[src/rtl/fifo_stream_reader_pkg.sv]
// Shared constants and state encoding for the FIFO stream reader.
package fifo_stream_reader_pkg;

  localparam int unsigned RAM_DEPTH  = 16;
  localparam int unsigned DATA_WIDTH = 16;
  localparam int unsigned ADDR_WIDTH = $clog2(RAM_DEPTH);
  // Burst lengths run 0..2*RAM_DEPTH-1, one bit wider than a FIFO address.
  localparam int unsigned LEN_WIDTH  = ADDR_WIDTH + 1;

  typedef enum logic [1:0] {
    IDLE  = 2'd0,
    RUN   = 2'd1,
    DRAIN = 2'd2,
    DONE  = 2'd3
  } rd_state_t;

endpackage

[src/rtl/fifo_stream_reader_if.sv]
// Control, FIFO read port and output stream of the reader, bundled.
interface fifo_stream_reader_if;
  import fifo_stream_reader_pkg::*;

  logic                  start;
  logic [LEN_WIDTH-1:0]  burst_len;
  logic                  busy;
  logic                  done;
  logic                  fifo_empty;
  logic [DATA_WIDTH-1:0] fifo_data;
  logic                  fifo_rd_cs;
  logic                  fifo_rd_en;
  logic                  m_valid;
  logic [DATA_WIDTH-1:0] m_data;
  logic                  m_ready;
  logic [LEN_WIDTH-1:0]  words_read;

  // The reader itself.
  modport master (
    input  start, burst_len, fifo_empty, fifo_data, m_ready,
    output busy, done, fifo_rd_cs, fifo_rd_en, m_valid, m_data, words_read
  );

  // Whatever surrounds the reader: controller, FIFO and consumer.
  modport slave (
    output start, burst_len, fifo_empty, fifo_data, m_ready,
    input  busy, done, fifo_rd_cs, fifo_rd_en, m_valid, m_data, words_read
  );

endinterface

[src/rtl/fifo_rd_skid2.sv]
// Two-entry FIFO-ordered holding buffer between the FIFO read data and the stream.
module fifo_rd_skid2
  import fifo_stream_reader_pkg::*;
(
  input  logic                  clk,
  input  logic                  rst,
  input  logic                  push,
  input  logic [DATA_WIDTH-1:0] push_data,
  input  logic                  pop,
  output logic [1:0]            occ,
  output logic [DATA_WIDTH-1:0] head
);

  logic [DATA_WIDTH-1:0] e0_q, e0_d;
  logic [DATA_WIDTH-1:0] e1_q, e1_d;
  logic [1:0]            occ_q, occ_d;

  // Entry 0 is always the head; a pop shifts entry 1 forward.
  always_comb begin
    e0_d  = e0_q;
    e1_d  = e1_q;
    occ_d = occ_q;
    case ({push, pop})
      2'b10: begin
        if (occ_q == 2'd0) e0_d = push_data;
        else               e1_d = push_data;
        occ_d = occ_q + 2'd1;
      end
      2'b01: begin
        e0_d  = e1_q;
        occ_d = occ_q - 2'd1;
      end
      2'b11: begin
        if (occ_q == 2'd1) begin
          e0_d = push_data;
        end else begin
          e0_d = e1_q;
          e1_d = push_data;
        end
      end
      default: ;
    endcase
  end

  // Storage and occupancy registers.
  always_ff @(posedge clk) begin
    if (rst) begin
      e0_q  <= '0;
      e1_q  <= '0;
      occ_q <= 2'd0;
    end else begin
      e0_q  <= e0_d;
      e1_q  <= e1_d;
      occ_q <= occ_d;
    end
  end

  assign occ  = occ_q;
  assign head = e0_q;

endmodule

[src/rtl/fifo_stream_reader.sv]
// Drains a programmed burst from sync_fifo_16x16 onto a valid/ready stream.
module fifo_stream_reader
  import fifo_stream_reader_pkg::*;
(
  input  logic                 clk,
  input  logic                 rst,
  fifo_stream_reader_if.master bus
);

  rd_state_t             state_q, state_d;
  logic [LEN_WIDTH-1:0]  len_q, len_d;
  logic [LEN_WIDTH-1:0]  issued_q, issued_d;
  logic [LEN_WIDTH-1:0]  words_read_q, words_read_d;
  logic                  inflight_q, inflight_d;

  logic [1:0]            occ;
  logic [DATA_WIDTH-1:0] head;
  logic                  m_valid_c;
  logic                  pop_c;
  logic [2:0]            pending_c;
  logic                  rd_c;

  // Words held or in flight after this edge; reads are only issued while this stays below 2.
  assign m_valid_c = (occ != 2'd0);
  assign pop_c     = m_valid_c & bus.m_ready;
  assign pending_c = 3'(occ) + 3'(inflight_q) - 3'(pop_c);
  assign rd_c      = (state_q == RUN) && !bus.fifo_empty &&
                     (issued_q < len_q) && (pending_c < 3'd2);

  fifo_rd_skid2 u_skid (
    .clk       (clk),
    .rst       (rst),
    .push      (inflight_q),
    .push_data (bus.fifo_data),
    .pop       (pop_c),
    .occ       (occ),
    .head      (head)
  );

  // Burst sequencing, counters and in-flight tracking.
  always_comb begin
    state_d      = state_q;
    len_d        = len_q;
    issued_d     = issued_q;
    words_read_d = words_read_q;
    inflight_d   = rd_c;

    if (rd_c) issued_d = issued_q + LEN_WIDTH'(1);
    if (pop_c && (words_read_q < len_q)) words_read_d = words_read_q + LEN_WIDTH'(1);

    case (state_q)
      IDLE: begin
        if (bus.start) begin
          len_d        = bus.burst_len;
          issued_d     = '0;
          words_read_d = '0;
          state_d      = (bus.burst_len == '0) ? DONE : RUN;
        end
      end
      RUN: begin
        if (issued_q == len_q) state_d = DRAIN;
      end
      DRAIN: begin
        // Leave as the last beat transfers so done follows it by one cycle.
        if (pending_c == 3'd0) state_d = DONE;
      end
      DONE: begin
        state_d = IDLE;
      end
      default: state_d = IDLE;
    endcase
  end

  // State and counter registers.
  always_ff @(posedge clk) begin
    if (rst) begin
      state_q      <= IDLE;
      len_q        <= '0;
      issued_q     <= '0;
      words_read_q <= '0;
      inflight_q   <= 1'b0;
    end else begin
      state_q      <= state_d;
      len_q        <= len_d;
      issued_q     <= issued_d;
      words_read_q <= words_read_d;
      inflight_q   <= inflight_d;
    end
  end

  assign bus.busy       = (state_q != IDLE);
  assign bus.done       = (state_q == DONE);
  assign bus.fifo_rd_cs = rd_c;
  assign bus.fifo_rd_en = rd_c;
  assign bus.m_valid    = m_valid_c;
  assign bus.m_data     = head;
  assign bus.words_read = words_read_q;

endmodule
[src/flat_wrapper.sv]
// flat-port wrapper written by rule: the top's interface ports become plain ports
module fifo_stream_reader_flat import fifo_stream_reader_pkg::*;
  (clk, rst, bus_start, bus_burst_len, bus_fifo_empty, bus_fifo_data, bus_m_ready, bus_busy, bus_done, bus_fifo_rd_cs, bus_fifo_rd_en, bus_m_valid, bus_m_data, bus_words_read);
  fifo_stream_reader_if bus_i ();
  input  logic clk;
  input  logic rst;
  input wire logic [$bits(bus_i.start)-1:0] bus_start;
  input wire logic [$bits(bus_i.burst_len)-1:0] bus_burst_len;
  input wire logic [$bits(bus_i.fifo_empty)-1:0] bus_fifo_empty;
  input wire logic [$bits(bus_i.fifo_data)-1:0] bus_fifo_data;
  input wire logic [$bits(bus_i.m_ready)-1:0] bus_m_ready;
  output wire logic [$bits(bus_i.busy)-1:0] bus_busy;
  output wire logic [$bits(bus_i.done)-1:0] bus_done;
  output wire logic [$bits(bus_i.fifo_rd_cs)-1:0] bus_fifo_rd_cs;
  output wire logic [$bits(bus_i.fifo_rd_en)-1:0] bus_fifo_rd_en;
  output wire logic [$bits(bus_i.m_valid)-1:0] bus_m_valid;
  output wire logic [$bits(bus_i.m_data)-1:0] bus_m_data;
  output wire logic [$bits(bus_i.words_read)-1:0] bus_words_read;
  assign bus_i.start = bus_start;
  assign bus_i.burst_len = bus_burst_len;
  assign bus_i.fifo_empty = bus_fifo_empty;
  assign bus_i.fifo_data = bus_fifo_data;
  assign bus_i.m_ready = bus_m_ready;
  assign bus_busy = bus_i.busy;
  assign bus_done = bus_i.done;
  assign bus_fifo_rd_cs = bus_i.fifo_rd_cs;
  assign bus_fifo_rd_en = bus_i.fifo_rd_en;
  assign bus_m_valid = bus_i.m_valid;
  assign bus_m_data = bus_i.m_data;
  assign bus_words_read = bus_i.words_read;
  fifo_stream_reader u_core (.clk(clk), .rst(rst), .bus(bus_i));
endmodule
[config.mk]
export PLATFORM = sky130hd
export DESIGN_NAME = fifo_stream_reader_flat
export DESIGN_NICKNAME = d
export VERILOG_FILES = /design/src/rtl/fifo_stream_reader_pkg.sv /design/src/rtl/fifo_stream_reader_if.sv /design/src/rtl/fifo_rd_skid2.sv /design/src/rtl/fifo_stream_reader.sv /design/src/flat_wrapper.sv
export SDC_FILE = /design/constraint.sdc
export NUM_CORES = 1
export LEC_CHECK = 0
export CAP_MARGIN = 20
export CORE_MARGIN = 3
export CORE_UTILIZATION = 46
export CTS_BUF_LIST = sky130_fd_sc_hd__clkbuf_4 sky130_fd_sc_hd__clkbuf_8 sky130_fd_sc_hd__clkbuf_16
export DETAILED_ROUTE_END_ITERATION = 6
export PLACE_DENSITY = 0.76
export REMOVE_ABC_BUFFERS = 1
export SLEW_MARGIN = 10
export SYNTH_ARGS = -nofsm -noshare
export SYNTH_HDL_FRONTEND = slang
export SYNTH_SLANG_ARGS = --single-unit
[constraint.sdc]
create_clock -name clk -period 2.95 [get_ports clk]
set_input_delay 0.295 -clock clk [delete_from_list [all_inputs] [get_ports clk]]
set_output_delay 0.295 -clock clk [all_outputs]
set_load 0.005 [all_outputs]
; After elaboration in Yosys (flattened, before gate mapping)
; Cells that the tools add are included.
[word_totals]
register_bits = 52
out_inout_bits = 26
input_bits = 26
ramBits = 0
latchBits = 0
n_memories = 0
rom_bits = 0
[classes]
add_sub_neg = 6
reduce_logical = 18
n_mul = 0
n_eq_ne = 14
shift = 0
mux = 18
bitwise = 1
div = 0
order_cmp = 3
[op_table]
columns = cell, count
row1 = 2-to-1 mux 16 bit, 4
row2 = one-hot mux 16 bit (3 select lines), 1
row3 = one-hot mux 16 bit (2 select lines), 1
row4 = 2-to-1 mux 5 bit, 6
row5 = "adder 5 x 1 -> 5 bit, second input constant", 2
row6 = less-than comparator 5 bit, 2
row7 = "!= test 2 bit, second input constant", 5
row8 = "== test 2 bit, second input constant", 4
row9 = 2-to-1 mux 2 bit, 4
row10 = one-hot mux 2 bit (4 select lines), 1
row11 = nonzero test 2 bit, 4
row12 = "== test 2 x 1 -> 1 bit, second input constant", 3
row13 = AND reduction 3 bit, 2
row14 = == test 5 bit, 1
row15 = logical NOT 5 bit, 1
row16 = logical AND 1 bit, 4
row17 = logical NOT 2 bit, 2
row18 = one-hot mux 2 bit (2 select lines), 1
row19 = AND reduction 2 bit, 2
row20 = adder 2 x 1 -> 3 bit, 1
row21 = logical NOT 3 bit, 1
row22 = "less-than comparator 3 x 2 -> 1 bit, second input constant", 1
row23 = nonzero test 3 bit, 1
row24 = subtractor 3 x 1 -> 3 bit, 1
row25 = 5 further kinds, 5

; Depth between registers and ports, before layout
; Gate-level depths: netlist (run 1).
[logic_depth]
depth_word = 8
depth_mapped = 14
mapped_depth_nobuf = 14

; By module
; A second synthesis (run 1) with hierarchy kept.
[unflattened]
cells_unflattened = 283
hier_area_um2 = 2630.0
[modules_own_cells]
columns = module, n_inst, area_each_um2, seq_area_each_um2, cells_per_inst
row1 = fifo_rd_skid2, 1, 1486.4, 680.7, 151
row2 = fifo_stream_reader, 1, 1143.6, 360.3, 132

; Worst setup path before layout (run 1)
; OpenSTA, ideal clock, no wires.
[synth_timing]
kind = register to output
start = reg u_core.u_skid.occ_q[1], in the netlist u_core.u_skid.occ[1]
end = out bus_fifo_rd_en
slack_ns = 0.079
arrival_time_ns = 2.576
stages_incl_launch_ff = 14
cell_sequence = dfxtp_1 -> inv_1 -> ha_1 -> nand2b_4 -> inv_1 -> ha_1 -> inv_1 -> ha_1 -> inv_1 -> fa_1 -> xnor2_2 -> o211ai_2 -> nor2_1 -> buf_4
[synth_between]
elab_chain_cells = 5
word_cells_on_any_way = 6
cone_classes = add/sub: 2 / order compare: 1 / bitwise: 1 / reduce/logical: 2
[synth_rtl]
columns = element, line
row1 = start: declaration, fifo_rd_skid2.sv:16  ; logic [1:0] occ_q, occ_d;
row2 = start signal: assignment, fifo_rd_skid2.sv:50  ; occ_q <= 2'd0;
row3 = start signal: assignment, fifo_rd_skid2.sv:54  ; occ_q <= occ_d;
row4 = "parallel branches: the longest is 2 deep, another holds adder 2 x 1 -> 3 bit", -
row5 = subtractor 3 x 1 -> 3 bit *, fifo_stream_reader.sv:26  ; assign pending_c = 3'(occ) + 3'(inflight_q) - 3'(pop_c);
row6 = less-than comparator 3 x 2 -> 1 bit *, fifo_stream_reader.sv:28  ; (issued_q < len_q) && (pending_c < 3'd2);
row7 = logical AND 1 bit *, fifo_stream_reader.sv:28
row8 = end: declaration, flat_wrapper.sv:15  ; output wire logic [$bits(bus_i.fifo_rd_en)-1:0] bus_fifo_rd_en;
; Mark *: on every way between the ends.

; Final worst setup path (run 1)
[layout_timing]
start = reg u_core.u_skid.occ_q[0], in the netlist u_core.u_skid.occ[0]
end = out bus_fifo_rd_en
; The elaborated chain is that of the path after synthesis.

==> metrics.cfg, run 1 <==
[timing]
slew_violations=0
skew_ns=0.00844
fin_crit_sh_pct=94.4
setup_tns_ns=0
setup_ws_ns=0.165
fin_hold_ws_ns=0.460
max_freq_mhz=359
final_hold_viol_count=0
setup_violations=0
relSlewSlack_pct=62.9
post-route-min-period_ns=2.79
tightest_slew_ns=0.557

[outcome]
status=finished clean

[placement]
port_buffers=51
post_dp_cell_area_mm2=0.00319
place_inst=396
gp_congestion=0.827
dp_hpwl_um=3920
dp_slack_ns=-0.320

[route]
viasPerCell=5.24
drc=0
vias=2127
dr.pass1.iters=4
routedWlPerCell_um=13.3
ant_nets=0
wl_um=5380
first_iter_violations=51

[setup_path]
path_class=reg2out
r2r_end=u_core.state_q[1]
r2r_start=u_core.u_skid.occ[0]
r2r_cells=15
rrSetupSlack_ns=0.22
setup.worst_path.start_class=flop
worstPathRequired_ns=2.65
worstPathMaxFanout=4
critPathArrivalTime_ns=2.49
endpoint_kind=output port

[synthesis]
yosys_warnings=0
synth_seq_cells=52
syn-instance-count=278
synth.most_common_cell=dfxtp_1
synthArstFlopShare_pct=0
yosysUniqueCellTypes=38
yosysTopAreaCell=dfxtp_1
synth-main-ff-cell=dfxtp_1
synth_top_area_share_pct=40.7
synth_edf_count=0
synthTopCellsByCount=dfxtp_1, nor2_1, ha_1, inv_1
syn_avg_cell_area_um2=9.21
ys_seq_area_share_pct=40.7
syn-cell-area_mm2=0.00256
synthTopCellsByArea=dfxtp_1, ha_1, mux2i_1

[final_layout]
antenna_cells=0
nFillCells=459
stdcell_area_mm2=0.00332
area_growth_pct=29.9
drive_gt1_share_pct=13.1
final_util_pct=63.5
fin_cells=406
fin_nets=384

[power_and_ir_drop]
p_comb_share_pct=49.9
power.switching_mw=0.979
peakVddDrop_mv=0.577
netSwitchingFraction_pct=35.6
p_int_mw=1.77
power_density_mw_per_mm2=827
leakage_nw=1.29
fin_total_pwr_mw=2.75
pwr-share-clk_pct=15.3
power_frac_seq_pct=34.9

[min_path]
hold_start=u_core.len_q[4]
whs_endpoint=u_core.len_q[4]
hold_depth=2
worstHoldPathType=reg2reg

[floorplanning]
die_y_um=80.6
start_util_pct=48.9
coreArea_mm2=0.00524
die-area_mm2=0.00650
fp.dieW_um=80.6
fp-row-count=26
ios=52

[grt]
grt_use_total_pct=17.9
grt_remaining_overflow=0
grt_max_degree=38
grt_pass1_wl_um=9190
grt_pass1_vias=2054
grt_antenna_before_repair=0

[cts]
root_buffer=clkbuf_8
numClockSinks=52
cts.clk_slew.worst_paths_ns=0.10
clockBufferDepth=2
cts_tree=built
htree_levels=2
cts_buffers=5
clock_latency_ns=0.31

[flow_run]
cap_violations=0

## routing by layer
layer / share of wire (%) / vias up / wire length [um] / track usage (%)
met5: 0 / - / 0 / 0
li1: - / 1090 / - / -
met4: 0.67 / 0 / 36 / 5.74
met2: 48 / 35 / 2590 / 29.3
met3: 4.2 / 4 / 226 / 3.25
met1: 47 / 998 / 2530 / 23.8
## worst max-delay path: stages, from the launching register on
cell and delay (ns):
dfxtp_2 0.35, inv_2 0.04, ha_4 0.15, nand2b_4 0.13
inv_2 0.07, ha_4 0.19, inv_1 0.06, ha_2 0.16
inv_2 0.04, fa_2 0.36, xnor2_2 0.17, o211ai_2 0.14
nor2_2 0.18, buf_2 0.15
## worst max-delay path by stage
stage / cells after the start / end / from
after floorplan: 14 / u_core.state_q[1] / u_core.u_skid.occ[1]
after global routing: 13 / bus_fifo_rd_en / u_core.u_skid.occ[1]
final: 13 / bus_fifo_rd_en / u_core.u_skid.occ[0]
after global placement: 12 / bus_fifo_rd_cs / bus_m_ready
after CTS: 13 / bus_fifo_rd_en / u_core.u_skid.occ[0]
after detailed placement: 12 / bus_fifo_rd_cs / bus_m_ready
## power by group through the flow
stage	clock (mW)	combinational [mW]	sequential (mW)
6_report	0.420	1.37	0.959
5_1_grt	0.459	1.53	0.981
4_1_cts	0.428	1.35	0.960
3_5_place_dp	0	1.31	0.972
3_3_place_gp	0	1.27	0.972
2_1_floorplan	0	0.710	0.980
## sequential cells by signal, summed over array words and instances, names as in the netlist
signal                 flops
u_core.u_skid.e1_q        16
u_core.u_skid.head        16
u_core.bus.words_read      5
u_core.issued_q            5
u_core.len_q               5
u_core.state_q             2
u_core.u_skid.occ          2
u_core.inflight_q          1
## kinds of logic after synthesis
kind of cell	count (synthesis)	share of synthesized area (%)
XOR/XNOR	8	3.03
AND/OR/NAND/NOR	79	13.5
multiplexers	19	7.43
buffers and inverters	36	5.82
flip-flops	52	40.7
AO/OA/AOI/OAI	61	18.0
adder cells (fa/ha/maj)	23	11.5
## area by class of cell
cell class	count	area (um^2)	share of cell area (%)
Multi-Input combinational cell	190	1410	42.3
Sequential cell	52	1040	31.4
Timing Repair Buffer	66	621	18.7
Tap cell	70	87.6	2.63
Inverter	20	75.1	2.26
Clock buffer	5	68.8	2.07
Clock inverter	3	22.5	0.677
## cell usage in the layout (no fill, tap or decap), drive strengths merged, types with 3 or more instances in the layout
cell            n
nor3            3
dfxtp          52
inv            21
nand2          16
a22oi          16
nor2           43
clkdlybuf4s50  49
xnor2           6
buf            17
a21oi          10
nand2b          4
a211oi         20
o21ai           4
nand4           3
clkbuf          5
nand3           5
ha             22
mux2i          19
## repair_timing
item                       CTS  global route
pin swaps                    2             4
gates resized for setup     12             8
setup endpoints to repair    2             5
hold buffers                 0             0
buffers inserted             2             0
No activity file was read; power rests on OpenSTA's default activity.
==> inputs of run 2 (changes only) <==
--- a/config.mk
+++ b/config.mk
@@ -8,8 +8,9 @@
 export CAP_MARGIN = 20
 export CORE_MARGIN = 3
-export CORE_UTILIZATION = 46
+export CORE_UTILIZATION = 55
 export CTS_BUF_LIST = sky130_fd_sc_hd__clkbuf_4 sky130_fd_sc_hd__clkbuf_8 sky130_fd_sc_hd__clkbuf_16
 export DETAILED_ROUTE_END_ITERATION = 6
-export PLACE_DENSITY = 0.76
+export DONT_BUFFER_PORTS = 1
+export PLACE_DENSITY = 0.7
 export REMOVE_ABC_BUFFERS = 1
 export SLEW_MARGIN = 10
==> constraint.sdc (replaced) <==
create_clock -name clk -period 2.7 [get_ports clk]
set_input_delay 0.27 -clock clk [delete_from_list [all_inputs] [get_ports clk]]
set_output_delay 0.27 -clock clk [all_outputs]
set_load 0.02 [all_outputs]
==> metrics.cfg, run 2 (same netlist as run 1, synthesis figures left out) <==
[final_layout]
nFillCells=369
final_cell_mix=dfxtp_1, nor2_1, a211oi_1, mux2i_1, ha_1
drive_gt1_share_pct=15.9
antenna_cells=0
layout_commonest_cell=dfxtp_1
stdcell_area_mm2=0.00285
fin_nets=338
fin_cells=341
area_growth_pct=11.3

[flow_run]
cap_violations=0

[outcome]
status=finished, violations left
violations=negative setup slack

[cts]
clock_latency_ns=0.29
cts_hold_buf=0
cts.clk_slew.worst_paths_ns=0.09
cts_buffers=5
cts_tree=built
htree_levels=2
clockBufferDepth=2
numClockSinks=52
root_buffer=clkbuf_8

[timing]
rsz0062_at_grt=yes
fin_hold_ws_ns=0.0333
setup_violations=2
relSlewSlack_pct=43.2
skew_ns=0.00306
tightest_slew_ns=0.852
slew_violations=0
post-route-min-period_ns=2.72
final_hold_viol_count=0
max_freq_mhz=367
setup_ws_ns=-0.0247
fin_crit_sh_pct=101

[route]
ant_nets=0
drc=0
vias=1924
dr.pass1.iters=4
first_iter_violations=97
wl_um=5100
viasPerCell=5.64
routedWlPerCell_um=15.0

[floorplanning]
fp.dieW_um=74.2
ios=52
start_util_pct=58.0
die_y_um=74.2
coreArea_mm2=0.00441
fp-row-count=24
die-area_mm2=0.00551

[grt]
grt_max_degree=45
grt_pass1_wl_um=8280
grt_remaining_overflow=0
grt_use_total_pct=19.1
grt_antenna_before_repair=0
grt_pass1_vias=1787

[setup_path]
critPathArrivalTime_ns=2.45
worstPathMaxFanout=2
path_class=reg2out
endpoint_kind=output port
setup.worst_path.start_class=flop
worstPathRequired_ns=2.43

[placement]
dp_hpwl_um=3590
port_buffers=0
place_inst=327
gp_congestion=0.834
post_dp_cell_area_mm2=0.00267

[power_and_ir_drop]
peakVddDrop_mv=0.618
leakage_nw=1.11
fin_total_pwr_mw=2.93
power_density_mw_per_mm2=1030

[min_path]
worstHoldPathType=in2reg

==> run 2: changes by cell type in the layout (fill, tap and decap cells not counted), sizes merged <==
cell	change
clkinvlp	+1
clkdlybuf4s50	-49
inv	-1
buf	+3
clkinv	-1
==> run 2: layout make-up <==
cell class	count	area [um^2]	area share, %
repair buffers	20	166	5.84
inverters	20	77.6	2.72
clock buffers	5	68.8	2.41
well taps	52	65.1	2.28
multi-input cells	190	1420	49.7
clock inverters	2	12.5	0.439
flip-flops and latches	52	1040	36.6
==> run 2: path summary, 6_finish.rpt <==
check | from | to | slack [ns] | cells after the start
worst min-delay path | rst | u_core.u_skid.occ[0] | 0.03 | 1
worst max-delay path | u_core.u_skid.occ[1] | bus_fifo_rd_en | -0.02 | 13
worst max register to register | u_core.u_skid.occ[1] | u_core.issued_q[2] | 0.06 | 16
worst min register to register | u_core.len_q[4] | u_core.len_q[4] | 0.45 | 2
==> run 2: what timing repair did <==
| action | CTS | global route |
|---|---|---|
| gates resized for setup | 15 | 0 |
| endpoints found under the setup margin | 6 | 8 |
| buffers inserted | 7 | 0 |
| pin swaps | 6 | 5 |
==> run 2: where the power goes <==
| group | internal (mW) | switching, mW |
|---|---|---|
| sequential | 0.949 | 0.263 |
| combinational | 0.613 | 0.686 |
| clock | 0.176 | 0.245 |
==> run 2: critical path, cell delays in order (launching register included) <==
cell	delay, ns
dfxtp_2	0.34
inv_2	0.05
ha_4	0.15
nand2b_4	0.14
inv_4	0.06
ha_4	0.19
inv_2	0.06
ha_4	0.12
inv_2	0.03
fa_2	0.36
xnor2_2	0.19
o211ai_2	0.13
nor2_2	0.17
buf_6	0.16
==> run 2: per-stage QoR <==
step,worst slack (ns),util [%],TNS (ns)
2_1_floorplan,-0.462,-,-1.95
3_3_place_gp,0.0113,60.4,0
3_5_place_dp,-0.0418,60.4,-0.0564
4_1_cts,0.00583,64.6,0
5_1_grt,-0.127,64.6,-0.351
6_report,-0.0247,64.6,-0.0493
==> run 2: routing by layer <==
metal / up-vias / global-route usage, % / part of all wire, %
met1: 887 / 25.9 / 46
met2: 37 / 30.4 / 47
met5: - / 0 / 0
li1: 996 / - / -
met3: 4 / 5.68 / 6.0
met4: 0 / 4.15 / 0.67
